[src/rtl/i2c_cfg_pkg.sv]
// Shared definitions for the I2C configuration-table sequencer: op codes,
// table entry layout and FSM states.
package i2c_cfg_pkg;

    localparam logic [7:0] OP_WRITE = 8'h00;
    localparam logic [7:0] OP_DELAY = 8'h01;
    localparam logic [7:0] OP_END   = 8'hFF;

    localparam int OP_LSB  = 24;
    localparam int PTR_LSB = 8;
    localparam int DAT_LSB = 0;

    typedef enum logic [3:0] {
        S_IDLE, S_FETCH, S_DECODE, S_GO_HI, S_WAIT_START, S_WAIT_DONE,
        S_CHECK, S_NEXT, S_DELAY, S_DONE, S_ERROR
    } cfg_state_e;

    function automatic logic [7:0] ent_op(input logic [31:0] e);
        return e[OP_LSB +: 8];
    endfunction

    function automatic logic [15:0] ent_ptr(input logic [31:0] e);
        return e[PTR_LSB +: 16];
    endfunction

    function automatic logic [7:0] ent_dat(input logic [31:0] e);
        return e[DAT_LSB +: 8];
    endfunction

endpackage

[src/rtl/i2c_cfg_sync2.sv]
// Two-flop synchroniser bringing an engine status bit into the CLK domain.
module i2c_cfg_sync2 (
    input  logic CLK,
    input  logic RESET_N,
    input  logic d_i,
    output logic q_o
);

    logic [1:0] sync_q;

    always_ff @(posedge CLK or negedge RESET_N) begin
        if (!RESET_N) sync_q <= '0;
        else          sync_q <= {sync_q[0], d_i};
    end

    assign q_o = sync_q[1];

endmodule

[src/rtl/i2c_cfg_sequencer.sv]
// Walks an external register-init table and drives one I2C write engine per
// entry, with NACK/timeout retries, inline delays and BUSY/DONE/ERR status.
module i2c_cfg_sequencer
    import i2c_cfg_pkg::*;
#(
    parameter int         TABLE_AW   = 8,
    parameter logic [7:0] SLAVE_ADDR = 8'h6C,
    parameter int         GO_HOLD    = 8,
    parameter int         DELAY_TICK = 50000,
    parameter int         TIMEOUT    = 1000000,
    parameter int         MAX_RETRY  = 3
) (
    input  logic                CLK,
    input  logic                RESET_N,
    input  logic                START,
    output logic [TABLE_AW-1:0] TBL_ADDR,
    input  logic [31:0]         TBL_DATA,
    output logic                WR_GO,
    output logic [15:0]         WR_POINTER,
    output logic [7:0]          WR_DATA,
    output logic [7:0]          WR_SLAVE_ADDRESS,
    input  logic                WR_END_OK,
    input  logic                WR_ACK_OK,
    output logic                CFG_BUSY,
    output logic                CFG_DONE,
    output logic                CFG_ERR,
    output logic [TABLE_AW-1:0] ERR_INDEX
);

    localparam int CNT_MAX = (TIMEOUT > GO_HOLD) ? TIMEOUT : GO_HOLD;
    localparam int CW      = $clog2(CNT_MAX + 1);
    localparam int RW      = (MAX_RETRY > 0) ? $clog2(MAX_RETRY + 1) : 1;
    localparam int DW      = 16 + $clog2(DELAY_TICK + 1);

    cfg_state_e          state_q;
    logic [TABLE_AW-1:0] idx_q, erri_q;
    logic [CW-1:0]       cnt_q;
    logic [RW-1:0]       retry_q;
    logic [DW-1:0]       dly_q;
    logic                tmo_q, start_q, go_q, busy_q, done_q, err_q;
    logic [15:0]         ptr_q;
    logic [7:0]          dat_q;
    logic                end_ok_s, ack_ok_s, start_edge;

    i2c_cfg_sync2 u_sync_end (.CLK(CLK), .RESET_N(RESET_N), .d_i(WR_END_OK), .q_o(end_ok_s));
    i2c_cfg_sync2 u_sync_ack (.CLK(CLK), .RESET_N(RESET_N), .d_i(WR_ACK_OK), .q_o(ack_ok_s));

    assign start_edge = START & ~start_q & ~busy_q;

    always_ff @(posedge CLK or negedge RESET_N) begin
        if (!RESET_N) begin
            state_q <= S_IDLE;
            idx_q   <= '0;
            erri_q  <= '0;
            cnt_q   <= '0;
            retry_q <= '0;
            dly_q   <= '0;
            tmo_q   <= 1'b0;
            start_q <= 1'b0;
            go_q    <= 1'b0;
            busy_q  <= 1'b0;
            done_q  <= 1'b0;
            err_q   <= 1'b0;
            ptr_q   <= '0;
            dat_q   <= '0;
        end else begin
            start_q <= START;
            case (state_q)
                S_IDLE: if (start_edge) begin
                    done_q  <= 1'b0;
                    err_q   <= 1'b0;
                    idx_q   <= '0;
                    retry_q <= '0;
                    busy_q  <= 1'b1;
                    state_q <= S_FETCH;
                end
                // TBL_ADDR tracks idx_q, so the ROM has had the address since FETCH.
                S_FETCH: state_q <= S_DECODE;
                S_DECODE: case (ent_op(TBL_DATA))
                    OP_WRITE: begin
                        ptr_q   <= ent_ptr(TBL_DATA);
                        dat_q   <= ent_dat(TBL_DATA);
                        go_q    <= 1'b1;
                        cnt_q   <= '0;
                        state_q <= S_GO_HI;
                    end
                    OP_DELAY: begin
                        dly_q   <= DW'(ent_ptr(TBL_DATA)) * DW'(DELAY_TICK);
                        state_q <= S_DELAY;
                    end
                    default: state_q <= S_DONE;
                endcase
                S_GO_HI: if (cnt_q == CW'(GO_HOLD - 1)) begin
                    go_q    <= 1'b0;
                    cnt_q   <= '0;
                    state_q <= S_WAIT_START;
                end else cnt_q <= cnt_q + 1'b1;
                S_WAIT_START: if (!end_ok_s) begin
                    cnt_q   <= '0;
                    state_q <= S_WAIT_DONE;
                end else if (cnt_q == CW'(TIMEOUT - 1)) begin
                    cnt_q   <= '0;
                    tmo_q   <= 1'b1;
                    state_q <= S_CHECK;
                end else cnt_q <= cnt_q + 1'b1;
                S_WAIT_DONE: if (end_ok_s) begin
                    cnt_q   <= '0;
                    tmo_q   <= 1'b0;
                    state_q <= S_CHECK;
                end else if (cnt_q == CW'(TIMEOUT - 1)) begin
                    cnt_q   <= '0;
                    tmo_q   <= 1'b1;
                    state_q <= S_CHECK;
                end else cnt_q <= cnt_q + 1'b1;
                // A timed-out attempt counts as a NACK regardless of ACK_OK.
                S_CHECK: if (ack_ok_s && !tmo_q) begin
                    retry_q <= '0;
                    state_q <= S_NEXT;
                end else if (retry_q < RW'(MAX_RETRY)) begin
                    retry_q <= retry_q + 1'b1;
                    go_q    <= 1'b1;
                    cnt_q   <= '0;
                    state_q <= S_GO_HI;
                end else state_q <= S_ERROR;
                S_NEXT: if (idx_q == '1) state_q <= S_DONE;
                else begin
                    idx_q   <= idx_q + 1'b1;
                    state_q <= S_FETCH;
                end
                S_DELAY: if (dly_q == '0) state_q <= S_NEXT;
                else dly_q <= dly_q - 1'b1;
                S_DONE: begin
                    busy_q  <= 1'b0;
                    done_q  <= 1'b1;
                    state_q <= S_IDLE;
                end
                S_ERROR: begin
                    busy_q  <= 1'b0;
                    err_q   <= 1'b1;
                    erri_q  <= idx_q;
                    state_q <= S_IDLE;
                end
                default: state_q <= S_IDLE;
            endcase
        end
    end

    assign TBL_ADDR         = idx_q;
    assign WR_GO            = go_q;
    assign WR_POINTER       = ptr_q;
    assign WR_DATA          = dat_q;
    assign WR_SLAVE_ADDRESS = SLAVE_ADDR;
    assign CFG_BUSY         = busy_q;
    assign CFG_DONE         = done_q;
    assign CFG_ERR          = err_q;
    assign ERR_INDEX        = erri_q;

endmodule

[config.mk]
export PLATFORM = sky130hd
export DESIGN_NAME = i2c_cfg_sequencer
export DESIGN_NICKNAME = d
export VERILOG_FILES = /design/src/rtl/i2c_cfg_pkg.sv /design/src/rtl/i2c_cfg_sync2.sv /design/src/rtl/i2c_cfg_sequencer.sv
export SDC_FILE = /design/constraint.sdc
export NUM_CORES = 1
export LEC_CHECK = 0
export BUFFER_PORTS_ARGS = -buffer_cell sky130_fd_sc_hd__buf_4
export CAP_MARGIN = 20
export CORE_ASPECT_RATIO = 0.75
export CORE_MARGIN = 3
export CORE_UTILIZATION = 55
export CTS_BUF_LIST = sky130_fd_sc_hd__clkbuf_8
export DETAILED_ROUTE_END_ITERATION = 8
export PLACE_DENSITY = 0.87
export RECOVER_POWER = 100
export SLEW_MARGIN = 20
export SYNTH_ARGS = -nofsm -noshare
export SYNTH_HDL_FRONTEND = slang
export SYNTH_SLANG_ARGS = --single-unit
[constraint.sdc]
create_clock -name CLK -period 5 [get_ports CLK]
set_clock_uncertainty 0.15 [all_clocks]
set_input_delay 1 -clock CLK [delete_from_list [all_inputs] [get_ports CLK]]
set_output_delay 1 -clock CLK [all_outputs]
set_load 0.01 [all_outputs]
==> metrics.cfg <==
[status]
status = finished with violations
violations = capacitance limit, slew limit, setup timing

[die]
rows = 39
start_util = 0.571
boundaryPins = 89
core-area_mm2 = 0.0155
die_area_mm2 = 0.0177
die_h_um = 116
die_w_um = 153

[logic_synthesis]
synth_cells = 969
syn_area_per_cell_um2 = 9.14
async_flop_share = 1.00
synth_top_area_frac = 0.305
ys_seq_elements = 108
yosysSeqAreaShare = 0.305
yosys-top-cells-area = dfrtp_1 30%, ha_1 16%, fa_1 8.1%
synthFlopType = dfrtp_1
syn-cell-area_mm2 = 0.00886
ys_types = 70
synth_edf_count = 0
synth_area_leader_cell = dfrtp_1
yosys_warnings = 0

[sta]
slew_headroom = -0.278
drv_slew = 99
setup_tns_ps = -81.5
hold_violations = 0
finalSetupViolCount = 1
post-route-period-util = 1.02
fin_ws_ps = -81.5
period_needed_ps = 5080
fmax_mhz = 197
tightestPinTransition_ps = 1920

[cts]
cts_root_buf = clkbuf_8
h-tree-depth = 3
clk_latency_ps = 410
clk_pin_slew_ps = 130
clkSinkCount = 108
cts_tree = yes
hold_buffers = 0
cts_buffers = 9
cts_buffer_depth = 2

[setup_path]
critical_path_buf_inv_count = 4
cp.required_ps = 5160
crit_cells = 20
critical_path.max_stage_delay_ps = 540
reg2regPathDepth = 10
rr_endpoint = dly_q[20]
cp-end-kind = flop
r2r_slack_ps = 460
cpMostUsedCell = ha_4
cp_top_family = adder cells
slowest_stage = fa_1
crit_fanout = 4
cp_cell_sequence = buf_4 -> buf_4 -> ha_2 -> ha_4 -> xnor2_4 -> ha_4 -> a31o_4 -> fa_1 -> inv_1 -> fa_1 -> inv_1 -> ha_4 -> nand4_1 -> nor2b_1 -> nor3_1 -> o31a_1 -> o21ai_2 -> o311ai_2 -> xnor2_1 -> a211o_1
path_class = input port to flop
start_kind = input port
r2r-start = dly_q[0]
cp.arrival_ps = 5250

[placement]
dp_cells = 1301
hpwlAfterDp_um = 17100
place_congestion = 0.925
io_buffers = 80

[global_route]
grt_max_degree = 74
grt_pass1_vias = 7507
antenna_found_initial = 0
grt_pass1_wl_um = 37000
overflow = 0
grt_usage = 0.255

[detailed_routing]
routed_wl_um = 24700
met1Wirelength_um = 10000
vias = 8003
vias_per_cell = 6.06
dr_wl_met2_um = 11700
dr.pass1.iters = 8
drcViolationCount = 0
highest_layer = met4
detail-route-antenna-nets = 0
dr_wl_met3_um = 2140
routedWlPerCell_um = 18.7
drt_iter0_markers = 768

[power]
power_leakage_nw = 5.12
ir_drop_uv = 424
powerDensity_mw_per_mm2 = 406

[cells_and_area]
drive_gt1_frac = 0.218
filler_cell_count = 1079
fin_cells = 1321
seqCellArea_mm2 = 0.00270
multi_input_area_mm2 = 0.00606
area_delta_synth_final_pct = 21.1
nNetsFinal = 1298
antennaDiodeCount = 0

[min_path]
hold_end = u_sync_ack.sync_q[1]
holdPathStages = 0
hold_class = flop to flop
hold_path.startpoint = u_sync_ack.sync_q[0]

[run]
maxCapViolCount = 2

-- cells by family after synthesis --
| logic type | Yosys count | share of synthesized area |
|---|---|---|
| muxes | 34 | 0.0429 |
| AOI/OAI and AO/OA | 201 | 0.137 |
| and+or+nand+nor | 267 | 0.151 |
| DFF | 108 | 0.305 |
| adders and majority gates | 150 | 0.242 |
| xor gates and xnor gates | 50 | 0.0494 |
| other | 2 | 0.000848 |
| buffers and inverters | 157 | 0.0713 |
-- state kept, by name, indices dropped and copies added, names as in the netlist --
register,cells
CFG_BUSY,1
CFG_DONE,1
CFG_ERR,1
ERR_INDEX,8
TBL_ADDR,8
WR_DATA,8
WR_GO,1
WR_POINTER,16
cnt_q,20
dly_q,32
retry_q,2
start_q,1
state_q,4
tmo_q,1
u_sync_ack.sync_q,2
u_sync_end.sync_q,2
-- what timing repair did --
item,4_1_cts,5_1_grt
setup endpoints to repair,4,12
resized for setup,8,66
buffers inserted,2,3
pin swaps,1,33
-- how the worst max path moves through the flow --
stage | from | endpoint | slack [ps]
floorplan | TBL_DATA[13] | dly_q[30] | -3
global placement | TBL_DATA[12] | dly_q[30] | -360
detailed placement | TBL_DATA[14] | dly_q[26] | -590
CTS | TBL_DATA[14] | dly_q[28] | 20
global route | TBL_DATA[15] | dly_q[30] | -160
finish | TBL_DATA[12] | dly_q[30] | -80
-- metal layers --
layer | GRT usage | up-vias
li1 | - | 3636
met1 | 0.358 | 3864
met2 | 0.411 | 421
met3 | 0.0463 | 82
met4 | 0.0742 | 0
met5 | 0 | -
-- power breakdown --
| part | switching (mW) | internal [mW] | total (mW) |
|---|---|---|---|
| sequential | 0.00213 | 0.876 | 0.878 |
| combinational | 1.53 | 1.37 | 2.90 |
| clock | 0.374 | 0.203 | 0.577 |
-- per-stage QoR --
| stage | power, mW | instance area (um^2) | hold slack (ps) | setup WS (ps) | utilization |
|---|---|---|---|---|---|
| 2_1_floorplan | 2.44 | 9000 | 181 | -3.00 | - |
| 3_3_place_gp | 3.09 | 10300 | 186 | -358 | 0.662 |
| 3_5_place_dp | 3.22 | 10300 | 192 | -591 | 0.662 |
| 4_1_cts | 3.88 | 10500 | 220 | 18.0 | 0.678 |
| 5_1_grt | 4.63 | 10700 | 241 | -164 | 0.691 |
| 6_report | 4.35 | 10700 | 215 | -81.5 | 0.691 |
-- Yosys cell counts, types with 8 or more instances --
cell type,instances
a21o_1,9
a31oi_1,9
xor2_1,18
nand4_1,8
dfrtp_1,108
nor4_1,15
nand3_1,27
o21ai_0,64
buf_4,8
nand2_1,64
inv_1,120
a21oi_1,62
ha_1,114
nor3_1,33
fa_1,36
nor2_1,66
mux2_2,32
clkbuf_1,24
xnor2_1,32
-- final cells by class --
type                       count  share of cell area
clock inverter                 7             0.00782
clock buffer                   9              0.0115
multi-input combinational    710               0.565
sequential                   108               0.252
inverter                     120              0.0420
timing repair buffer         162              0.0981
tap                          205              0.0239
-- cell usage in the layout (no fill, tap or decap), types with 6 or more instances in the layout --
master	count
and3_1	7
o21a_1	7
buf_4	102
ha_1	82
or4_1	6
inv_1	111
a31oi_1	9
o22ai_1	7
dfrtp_1	108
mux2_2	32
conb_1	8
xnor2_1	29
buf_6	6
o21ai_0	57
o21ai_2	6
fa_1	36
ha_2	6
clkbuf_8	9
nand2_1	62
nor2_1	65
nor4_1	14
xor2_1	15
nor3_1	33
ha_4	26
a21o_1	9
a21oi_1	58
nand3_1	27
clkbuf_1	49
inv_2	9
nand4_1	8
Note: power is estimated with default switching activity, not from simulation.
